## src/rtl/ear_adc_pkg.sv

```systemverilog
// Shared constants and types for the tape-input sigma-delta receiver.
package ear_adc_pkg;

  localparam int          R_LOG2_DEF     = 4;
  localparam int          HYST_DEF       = 8;
  localparam int          AVG_SHIFT_DEF  = 4;
  localparam logic [15:0] MEAN_RST       = 16'h8000;
  // Decimation periods discarded after reset while the comb history fills.
  localparam int          SETTLE_PERIODS = 2;

  // Decimated PCM sample with its one-cycle valid strobe.
  typedef struct packed {
    logic [7:0] data;
    logic       vld;
  } pcm_t;

  // CIC register width: order 2 growth on a 1-bit input, plus one bit so R^2 fits.
  function automatic int cic_width(input int r_log2);
    return 2 * r_log2 + 1;
  endfunction

endpackage

```

## src/rtl/cic2_decim.sv

```systemverilog
// Order-2 CIC decimator (differential delay 1, ratio 2^R_LOG2) turning the
// 1-bit modulator stream into saturated 8-bit PCM with a settle-gated strobe.
module cic2_decim
  import ear_adc_pkg::*;
#(
  parameter int R_LOG2 = R_LOG2_DEF
) (
  input  logic clock,
  input  logic reset,
  input  logic din,
  output pcm_t pcm
);

  localparam int W  = cic_width(R_LOG2);
  localparam int SH = 2 * R_LOG2 - 8;
  // R^2 - 1 == 2^(W-1) - 1: all ones below the MSB.
  localparam logic [W-1:0] Y_MAX = {1'b0, {(W-1){1'b1}}};

  logic [W-1:0]      int1, int2, int2_d, comb1_d;
  logic [W-1:0]      comb1, y, y_sat;
  logic [R_LOG2-1:0] phase;
  logic [1:0]        settle;
  logic [7:0]        s;

  // Comb chain and sample formation; y only reaches the MSB at exactly R^2.
  always_comb begin
    comb1 = int2 - int2_d;
    y     = comb1 - comb1_d;
    y_sat = y[W-1] ? Y_MAX : y;
    s     = 8'(y_sat >> SH);
  end

  // Integrators every clock, combs and strobe once per R clocks.
  always_ff @(posedge clock) begin
    if (reset) begin
      int1    <= '0;
      int2    <= '0;
      int2_d  <= '0;
      comb1_d <= '0;
      phase   <= '0;
      settle  <= '0;
      pcm     <= '0;
    end else begin
      int1    <= int1 + W'(din);
      int2    <= int2 + int1;
      phase   <= phase + 1'b1;
      pcm.vld <= 1'b0;
      if (&phase) begin
        int2_d  <= int2;
        comb1_d <= comb1;
        if (settle == 2'(SETTLE_PERIODS)) begin
          pcm.vld  <= 1'b1;
          pcm.data <= s;
        end else begin
          settle <= settle + 2'd1;
        end
      end
    end
  end

endmodule

```

## src/rtl/ear_adc.sv

```systemverilog
// Tape-input receiver: comparator synchroniser and sigma-delta feedback,
// CIC decimation to 8-bit PCM, DC tracker and hysteresis slicer for `ear`.
module ear_adc
  import ear_adc_pkg::*;
#(
  parameter int R_LOG2    = R_LOG2_DEF,
  parameter int HYST      = HYST_DEF,
  parameter int AVG_SHIFT = AVG_SHIFT_DEF
) (
  input  logic       clock,
  input  logic       reset,
  input  logic       cmp,
  output logic       fb,
  output logic [7:0] sample,
  output logic       strobe,
  output logic       ear
);

  logic               sync1, adc_bit;
  pcm_t               pcm;
  logic [15:0]        mean;
  logic signed [16:0] diff;
  logic [7:0]         hi, lo;

  // Two-flop synchroniser for the asynchronous comparator.
  always_ff @(posedge clock) begin
    if (reset) begin
      sync1   <= 1'b0;
      adc_bit <= 1'b0;
    end else begin
      sync1   <= cmp;
      adc_bit <= sync1;
    end
  end

  // Modulator feedback: the bitstream drives the RC integrator pin.
  always_ff @(posedge clock) begin
    if (reset) fb <= 1'b0;
    else       fb <= adc_bit;
  end

  cic2_decim #(.R_LOG2(R_LOG2)) u_cic (
    .clock (clock),
    .reset (reset),
    .din   (adc_bit),
    .pcm   (pcm)
  );

  assign sample = pcm.data;
  assign strobe = pcm.vld;

  // Tracker error and clamped hysteresis band around the current mean.
  always_comb begin
    diff = $signed({1'b0, sample, 8'h00}) - $signed({1'b0, mean});
    hi   = (mean[15:8] > 8'(255 - HYST)) ? 8'hFF : mean[15:8] + 8'(HYST);
    lo   = (mean[15:8] < 8'(HYST))       ? 8'h00 : mean[15:8] - 8'(HYST);
  end

  // On each strobe: slice against the pre-update mean, then move the mean.
  always_ff @(posedge clock) begin
    if (reset) begin
      mean <= MEAN_RST;
      ear  <= 1'b0;
    end else if (strobe) begin
      mean <= 16'($signed({1'b0, mean}) + (diff >>> AVG_SHIFT));
      if (sample > hi)      ear <= 1'b1;
      else if (sample < lo) ear <= 1'b0;
    end
  end

endmodule

```

## config.mk

```make
export PLATFORM = sky130hd
export DESIGN_NAME = ear_adc
export DESIGN_NICKNAME = d
export VERILOG_FILES = /design/src/rtl/ear_adc_pkg.sv /design/src/rtl/cic2_decim.sv /design/src/rtl/ear_adc.sv
export SDC_FILE = /design/constraint.sdc
export NUM_CORES = 1
export LEC_CHECK = 0
export BUFFER_PORTS_ARGS = -buffer_cell sky130_fd_sc_hd__buf_2
export CAP_MARGIN = 0
export CORE_UTILIZATION = 30
export CTS_BUF_LIST = sky130_fd_sc_hd__clkbuf_4
export DETAILED_ROUTE_END_ITERATION = 12
export SLEW_MARGIN = 25
export SYNTH_ARGS = -nofsm -noshare
export SYNTH_HDL_FRONTEND = slang
export SYNTH_SLANG_ARGS = --single-unit
```

## constraint.sdc

```tcl
create_clock -name clock -period 4.5 [get_ports clock]
set_input_delay 0.675 -clock clock [delete_from_list [all_inputs] [get_ports clock]]
set_output_delay 0.675 -clock clock [all_outputs]
set_load 0.005 [all_outputs]
```

==> results.md, run 1 <==
* Status: complete, no violations
* Reg2reg setup slack at slightly above 0.7 ns
* Net Count, Synth at ~700
* Area after DPL at 0.00535 mm²
* Min Tclk post-route at ~3.8 ns
* Setup CP Type: reg2reg
* Final count of hold timing violations at 0
* FP Rows at 47
* Top Ports at 14
* Vias/cell at approximately 4.8
* CP Launch Point: mean[9]$_SDFFE_PP0P_
* Synth Area in Compound Gates at between 10% and 20%
* Syn Inst Count at 610
* Post-synthesis cell type count at 56
* Layout area overhead at 8.38%
* Data arrival, critical path at 4.19 ns
* Port Buffers at 13
* Setup Skew at about 0.025 ns
* Fillers at around 1.8k
* Fin Setup TNS at 0 ns
* Reg clk slew, reported paths at around 0.13 ns
* Nets at approximately 690
* Post-Route WL at between 10000 and 15000 µm
* Top FF cell, synth: dfxtp_1
* Post-Syn Area at 0.00506 mm²
* WL per Instance at roughly 12 µm
* Die Ht at about 130 µm
* Setup crit end: mean[14]$_SDFFE_PP0P_
* Vias in the first global route at between 3k and 4k
* Crit start category: flop
* Gr ovfl total at 0
* Hold Startpoint: cmp
* Footprint of the multi-input gates at 0.00340 mm²
* Leakage power at around 2.3 nW
* Antenna diodes at 0
* Post-cts hold buffer count at 0
* Yosys reg bits at 71
* Reg2Reg Depth at 16
* Synth Area in Simple Gates at 19.7%
* CTS Buf Count at 9
* CTS sink count at 71
* Syn avg cell area at 8.30 µm²
* DRC viols at 0
* RSZ-0062 raised after global routing: false
* Core area at 0.0165 mm²
* Worst-margin pin slew at ~0.80 ns
* RR Startpoint: mean[9]$_SDFFE_PP0P_
* GRT Total Usage at roughly 12%
* Adder-cell share of the synthesized area at approximately a fifth
* Antenna violations before repair at 0
* Initial core utilization at 30.6%
* CTS tree: done
* Warnings, synthesis at 0
* Max-cap violation count at 0
* Final setup viols at 0
* Final HPWL DP at ~7600 µm
* Sequential fraction of the synthesis area at 28.1%
* Vias at between 4k and 5k
* PwrDens at around 200 mW/mm²
* Hold Path Class: in2reg
* Final worst path period share at between 80% and 90%
* ANT nets after route at 0
* DR iter-0 viols at about 150
* Clk Latency, worst-skew pair at between 0.4 and 0.5 ns
* Critical R2R Capture: mean[14]$_SDFFE_PP0P_
* Root buffer cell: clkbuf_4
* Mux contribution to synthesized area at between 2 and 2.5%
* Pin count of the biggest net entering global routing at a little over 40
* Post-Synth XOR/XNOR Area at approximately 8.4%
* CP Max Fanout at 7
* H-Tree Depth at 3
* Data required, critical path at just under 5 ns
* Pins Over Slew Limit at 0
* Die X at about 130 µm
* Maximum clock path buffer count at 2
* Setup Fix Bufs, Post-CTS at 0
* Sequential Area at between 0.001 and 0.0015 mm²
* Largest family of logic cells by synthesized area: simple AND/OR/NAND/NOR gates
* Most common cell after layout, fill and taps aside: dfxtp_1
* Drt first pass iters at 4
* Max_slew headroom at between 40 and 50%
* Post-route cell area at 0.00549 mm²
* Peak supply drop at approximately 0.16 mV
* Fmax at ~0.26 GHz
* Post-cts resize count at 0
* Layout cells sized above 1 at around 8.5%
* First-pass GRT wire length at 17800 µm
* Most frequent cells in the layout: 71 x dfxtp_1, 70 x ha_1, 58 x nor2_1
* Area of the die at 0.0174 mm²
* Post-synth ARST share at 0%
* GPL Wtd Cong at 0.826
* Number of flops mapped to enable cells by yosys at 0
* CP Capture Type: flop
state kept, by name, summed over array words and instances (netlist names):
name	count
mean	16
u_cic.comb1_d	9
u_cic.int1	9
u_cic.int2	9
u_cic.int2_d	9
u_cic.pcm	9
u_cic.phase	4
u_cic.settle	2
adc_bit	1
ear	1
fb	1
sync1	1
metrics by stage:
step                total power, W  util (%)  setup slack, ns  hold slack [ns]  instances
global route               0.00115      33.2            0.444            0.435        842
detailed placement        0.000693      32.4            0.761            0.430        826
finish                     0.00110      33.2            0.719            0.434        842
global placement          0.000693      32.4            0.832            0.421        826
floorplan                 0.000682         -            0.950            0.413        610
CTS                        0.00113      33.2            0.725            0.385        842
logic make-up (layout without fill, tap and decap cells):
kind of cell             Yosys count  after routing
adder cells (fa/ha/maj)           74             74
multiplexers                      11             11
buffers and inverters             61             73
XOR/XNOR                          46             46
AO/OA/AOI/OAI                    144            144
flip-flops                        71             71
AND/OR/NAND/NOR                  203            203
worst max-delay path, cell delays in order (launching register included):
cell and delay, ns:
dfxtp_1 0.42, inv_1 0.06, ha_1 0.33, a21o_1 0.18, a21oi_1 0.22, a21boi_0 0.19, o21a_1 0.23, or3_1 0.33
a31oi_1 0.20, xnor2_1 0.14, ha_1 0.32, a21oi_1 0.24, a21boi_0 0.12, o21ai_0 0.17, nand2b_1 0.08, or4_1 0.46
nand3_1 0.07
layer usage:
layer  vias up  wire length (µm)  track usage [%]  share of wire (%)
li1       2172                 -                -                  -
met1      1806              5230             16.5                 52
met2        45              4410             19.7                 43
met3         9               377             3.19                3.7
met4         0               126             4.26                1.2
met5         -                 0                0                  0
cells in the mapped netlist, drive strengths merged, types with 10 or more instances:
cell type,n,share of area [%]
a21o,14,2.1
ha,70,17
o21ai,31,3.1
mux2i,11,2.2
and3,10,1.2
nand2,47,3.5
nand3,13,1.3
nand2b,10,1.2
inv,40,3.0
nor3,17,1.7
xnor2,28,5.0
a21oi,57,6.2
nor2,58,4.3
xor2,17,2.9
clkbuf,16,1.2
dfxtp,71,28
nor2b,17,2.1
worst min path at each step:
stage	end	slack, ns	cells past startpoint
2_1_floorplan	u_cic.phase[0]$_SDFF_PP0_	0.41	1
3_3_place_gp	adc_bit$_SDFF_PP0_	0.42	1
3_5_place_dp	adc_bit$_SDFF_PP0_	0.43	1
4_1_cts	sync1$_SDFF_PP0_	0.39	2
5_1_grt	sync1$_SDFF_PP0_	0.44	2
6_report	sync1$_SDFF_PP0_	0.43	2
power breakdown:
part / total, W / internal (W) / switching (W)
Combinational: 0.0000423 / 0.0000157 / 0.0000266
Clock: 0.000423 / 0.000170 / 0.000253
Sequential: 0.000637 / 0.000633 / 0.00000345
cell type report:
type                    count  area share (%)
inverters                  40            2.74
well taps                 220            5.02
multi-input cells         478            62.1
clock buffers               9            1.23
clock inverters             7            1.32
flip-flops and latches     71            25.9
repair buffers             17            1.73
Power figures use the tool's default switching activity.
==> run 2: changes to the inputs <==
==> constraint.sdc (replaced) <==
create_clock -name clock -period 3.18 [get_ports clock]
set_input_delay 0.477 -clock clock [delete_from_list [all_inputs] [get_ports clock]]
set_output_delay 0.477 -clock clock [all_outputs]
set_load 0.005 [all_outputs]
==> results.md, run 2 (synthesis gave the netlist of run 1 again) <==
* Status: complete, no violations
* Data required, critical path at about 3.6 ns
* CTS tree: done
* ANT nets after route at 0
* Peak supply drop at roughly 0.15 mV
* DRC viols at 0
* Final worst path period share at between 90% and 100%
* Crit start category: flop
* Top Ports at 14
* Area of the die at approximately 0.017 mm²
* Clk Latency, worst-skew pair at between 0.4 and 0.5 ns
* Vias in the first global route at a little over 4k
* Setup CP Type: reg2reg
* Initial core utilization at a little under a third
* H-Tree Depth at 3
* Post-Route WL at approximately 11000 µm
* Pre-CTS setup slack at -0.0886 ns
* Layout area overhead at 21.9%
* Largest Register: mean
* GRT Total Usage at 13.3%
* CTS sink count at 71
* Most frequent cells in the layout: 66 x ha_1, 64 x buf_4, 62 x dfxtp_1
* Pins Over Slew Limit at 0
* Antenna diodes at 0
* Die X at between 100 and 150 µm
* Fin util at between 30% and 40%
* Root buffer cell: clkbuf_4
* CP Capture Type: flop
* Post-cts hold buffer count at 0
* Most common cell after layout, fill and taps aside: ha_1
* WL per Instance at around 13 µm
* Data arrival, critical path at 3.56 ns
* Fin Setup TNS at 0 ns
* Final count of hold timing violations at 0
* Fin worst setup slack at 0.00606 ns
* GPL Wtd Cong at between 0.8 and 0.9
* Die Ht at 132 µm
* Maximum clock path buffer count at 2
* Drt first pass iters at 4
* First-pass GRT wire length at roughly 19000 µm
* Pin count of the biggest net entering global routing at 42
* Fillers at 1702
* DR iter-0 viols at 195
* PwrDens at 256 mW/mm²
* CTS Buf Count at 9
* Worst-margin pin slew at between 0.7 and 0.8 ns
* RSZ-0062 raised after global routing: true
* Antenna violations before repair at 0
* Reg clk slew, reported paths at between 0.1 and 0.15 ns
* Core area at around 0.017 mm²
* Max-cap violation count at 0
* Max reg flops at 16
* Final HPWL DP at 8410 µm
* Fmax at 0.315 GHz
* CP Max Fanout at 6
* Port Buffers at 13
* Hold Path Class: in2reg
* Gr ovfl total at 0
* Leakage power at between 2 and 3 nW
* Vias at around 4.4k
* Setup Skew at around 0.017 ns
* Final setup viols at 0
* Nets at 754
* Layout cells sized above 1 at between 20% and 30%
* Min Tclk post-route at about 3.2 ns
* Vias/cell at around 4.8
* FP Rows at 47
* Max_slew headroom at around half
## run 2: cell count changes in the layout (fill, tap and decap cells not counted), moves of 5 or more
cell,previous run,this run
a21oi_1,50,44
a21oi_2,7,12
buf_4,4,64
dfxtp_1,71,62
dfxtp_2,0,9
o21ai_0,31,26
## run 2: critical path, stage by stage (launching register included)
cell,delay (ns)
dfxtp_2,0.36
ha_4,0.24
a21o_1,0.16
a21oi_2,0.15
a21boi_2,0.08
o21a_1,0.19
or3_4,0.35
a31oi_4,0.21
xnor2_2,0.16
ha_4,0.26
a21oi_4,0.14
a21boi_2,0.06
o21ai_1,0.12
nand2b_1,0.08
or4_4,0.48
nand3_2,0.06
## run 2: cell type report
cell class              instances  area [µm²]  share of cell area [%]
multi-input cells             478        3630                    58.7
flip-flops and latches         71        1430                    23.2
repair buffers                 77         546                    8.84
well taps                     220         275                    4.46
inverters                      40         150                    2.43
clock buffers                  10        75.1                    1.22
clock inverters                 6        68.8                    1.11
## run 2: repair_timing
action / CTS / global route
setup buffers: 1 / 5
pin swaps: 5 / 22
gates cloned: 0 / 0
gates resized for setup: 8 / 37
endpoints found under the setup margin: 11 / 14
## run 2: report_power, final
group	leakage, nW	internal [W]	total (W)	switching (W)
combinational	2.01	0.0000291	0.0000687	0.0000397
clock	0.0770	0.000252	0.000612	0.000360
sequential	0.578	0.000896	0.000900	0.00000375
total	2.67	0.00118	0.00158	0.000404
## run 2: per-layer routing
| layer | GRT usage [%] | routed length [µm] | vias to the layer above |
|---|---|---|---|
| met5 | 0 | 0 | - |
| met4 | 3.42 | 124 | 0 |
| met3 | 3.61 | 311 | 11 |
| met2 | 21.8 | 5300 | 40 |
| met1 | 17.3 | 5620 | 2016 |
| li1 | - | - | 2293 |
## run 2: per-stage QoR
step,hold WS (ns),power (W),cell area (µm²),instances
floorplan,0.413,0.000966,5130,610
global placement,0.424,0.000984,5810,880
finish,0.234,0.00158,6170,902
global route,0.222,0.00166,6170,902
CTS,0.193,0.00161,5980,897
detailed placement,0.429,0.000985,5810,880
## run 2: worst paths after layout
| check | start | slack (ns) | to | cells after the start |
|---|---|---|---|---|
| setup / recovery | u_cic.pcm[2]$_SDFFE_PP0P_ | 0.006 | mean[14]$_SDFFE_PP0P_ | 15 |
| hold / removal | cmp | 0.23 | sync1$_SDFF_PP0_ | 2 |
| setup reg to reg | u_cic.pcm[2]$_SDFFE_PP0P_ | 0.006 | mean[14]$_SDFFE_PP0P_ | 15 |
| hold reg to reg | u_cic.phase[0]$_SDFF_PP0_ | 0.45 | u_cic.phase[0]$_SDFF_PP0_ | 1 |
==> run 3: changes to the inputs <==
==> constraint.sdc (replaced) <==
create_clock -name clock -period 3.18 [get_ports clock]
set_input_delay 0.636 -clock clock [delete_from_list [all_inputs] [get_ports clock]]
set_output_delay 0.636 -clock clock [all_outputs]
set_load 0.005 [all_outputs]
==> results.md, run 3 (synthesis gave the netlist of run 1 again) <==
* Critical R2R Capture: mean[14]$_SDFFE_PP0P_
* Drt first pass iters at 4
* Port Buffers at 13
* Most frequent cells in the layout: 65 x ha_1, 65 x buf_4, 63 x dfxtp_1
* Fin worst setup slack at slightly below 0.07 ns
* Data required, critical path at ~3.6 ns
* Status: complete, no violations
* RR Startpoint: mean[10]$_SDFFE_PP0P_
* Fmax at about 0.32 GHz
* Reg2Reg Depth at 16
* Clk Latency, worst-skew pair at approximately 0.43 ns
* Crit-path cells: inv_2 -> ha_4 -> and3_4 -> nand4_1 -> buf_4 -> buf_4 -> nand2_1 -> nor2_1 -> nor2_1 -> ha_1 -> a21o_1 -> o311a_1 -> a21oi_2 -> nor3b_1 -> or4_1 -> nand3_1
* Slowest stage delay, CP at 0.51 ns
* First-pass GRT wire length at ~19000 µm
* Reg clk slew, reported paths at ~0.13 ns
* H-Tree Depth at 3
* CP Capture Type: flop
* CP Max Fanout at 3
* Top Ports at 14
* Max reg flops at 16
* DR iter-0 viols at 170
* Fillers at between 1.5k and 2k
* Final setup viols at 0
* Vias in the first global route at 3994
* Max_slew headroom at between 40% and 50%
* GPL Wtd Cong at between 0.8 and 0.9
* Vias at between 4k and 5k
* Antenna diodes at 0
* Leakage power at 2.69 nW
* Final HPWL DP at between 8000 and 9000 µm
* Area of the die at between 0.015 and 0.02 mm²
* Nets at 755
* GRT Total Usage at 13.1%
* Gr ovfl total at 0
* Die X at roughly 130 µm
* RSZ-0062 raised after global routing: true
* Core area at about 0.017 mm²
* Root buffer cell: clkbuf_4
* CTS sink count at 71
* DRC viols at 0
* Die Ht at about 130 µm
* Pin count of the biggest net entering global routing at 42
* Worst-margin pin slew at 0.777 ns
* Initial core utilization at ~31%
* Post-route cell area at between 0.006 and 0.007 mm²
* Layout area overhead at 22.9%
* Met1 Use GR at 17.0%
* Post-Route WL at roughly 11000 µm
* Maximum clock path buffer count at 2
* Pre-CTS setup slack at -0.107 ns
* Area after DPL at ~0.0058 mm²
* Final worst path period share at 97.8%
* Hold Path Class: in2reg
* Vias/cell at about 4.7
* Peak supply drop at around 0.20 mV
* CTS tree: done
* M3 GR Usage at approximately 3.4%
* Pins Over Slew Limit at 0
* GR Util met2 at between 20% and 30%
* GRT Max-Usage Layer: met2
* ANT nets after route at 0
* Data arrival, critical path at ~3.5 ns
* Antenna violations before repair at 0
* Max-cap violation count at 0
* CP max-delay cell: or4_1
* Fin util at between 30% and 40%
* Min Tclk post-route at approximately 3.1 ns
* WL per Instance at approximately 12 µm
* Largest Register: mean
* Layout cells sized above 1 at 23.4%
* FP Rows at 47
* PwrDens at 279 mW/mm²
* Setup crit end: mean[14]$_SDFFE_PP0P_
* Final count of hold timing violations at 0
* Setup Skew at about 0.018 ns
* Post-cts hold buffer count at 0
* Crit start category: flop
* Setup CP Type: reg2reg
* Reg2reg setup slack at just under 0.07 ns
* CP Launch Point: mean[10]$_SDFFE_PP0P_
* CTS Buf Count at 9
==> run 3: cell count changes in the layout (fill, tap and decap cells not counted), sizes merged <==
| cell | before | now |
|---|---|---|
| bufinv | 1 | 3 |
| clkinvlp | 1 | 0 |
| buf | 77 | 78 |
| clkinv | 3 | 2 |
==> run 3: power breakdown <==
group | internal, W | switching (W) | total [W]
logic | 0.0000280 | 0.0000388 | 0.0000668
registers | 0.000896 | 0.00000375 | 0.000900
clock network | 0.000412 | 0.000354 | 0.000766
==> run 3: worst min path at each step <==
stage / startpoint / end / slack [ns] / cells after the start
2_1_floorplan: u_cic.phase[0]$_SDFF_PP0_ / u_cic.phase[0]$_SDFF_PP0_ / 0.41 / 1
3_3_place_gp: sync1$_SDFF_PP0_ / adc_bit$_SDFF_PP0_ / 0.42 / 1
3_5_place_dp: sync1$_SDFF_PP0_ / adc_bit$_SDFF_PP0_ / 0.43 / 1
4_1_cts: cmp / sync1$_SDFF_PP0_ / 0.35 / 2
5_1_grt: cmp / sync1$_SDFF_PP0_ / 0.39 / 2
6_report: cmp / sync1$_SDFF_PP0_ / 0.40 / 2
==> run 3: timing repair <==
item | in CTS | in global routing
pin swaps | 12 | 22
gates resized for setup | 14 | 33
setup endpoints to repair | 11 | 14
setup buffers | 2 | 5
==> run 3: layer usage <==
layer | part of all wire, % | wire length (µm) | vias up
met4 | 0.63 | 69 | 0
met1 | 50 | 5510 | 1944
li1 | - | - | 2288
met3 | 2.9 | 313 | 6
met5 | 0 | 0 | -
met2 | 46 | 5050 | 41
==> run 3: layout make-up <==
type / instances / area [µm²] / area share (%)
sequential: 71 / 1430 / 23.0
clock inverter: 6 / 116 / 1.87
clock buffer: 10 / 75.1 / 1.21
timing repair buffer: 78 / 553 / 8.89
inverter: 40 / 150 / 2.41
multi-input combinational: 478 / 3620 / 58.2
tap: 220 / 275 / 4.42
==> run 3: critical path: cells and delay by family, from the launching register on <==
family | cells | cell delay, ns
buf+inv | 3 | 0.36
compound gates | 3 | 0.66
fa+ha+maj | 2 | 0.52
simple gates | 8 | 1.18
flops | 1 | 0.35
==> run 3: through the flow <==
step | TNS (ns) | total power (W) | cells | hold WS [ns]
detailed placement | -0.631 | 0.000984 | 880 | 0.433
CTS | -0.0150 | 0.00176 | 898 | 0.353
floorplan | -0.0477 | 0.000966 | 610 | 0.413
global placement | -0.0808 | 0.000984 | 880 | 0.423
global route | -0.289 | 0.00182 | 903 | 0.387
finish | 0 | 0.00173 | 903 | 0.398
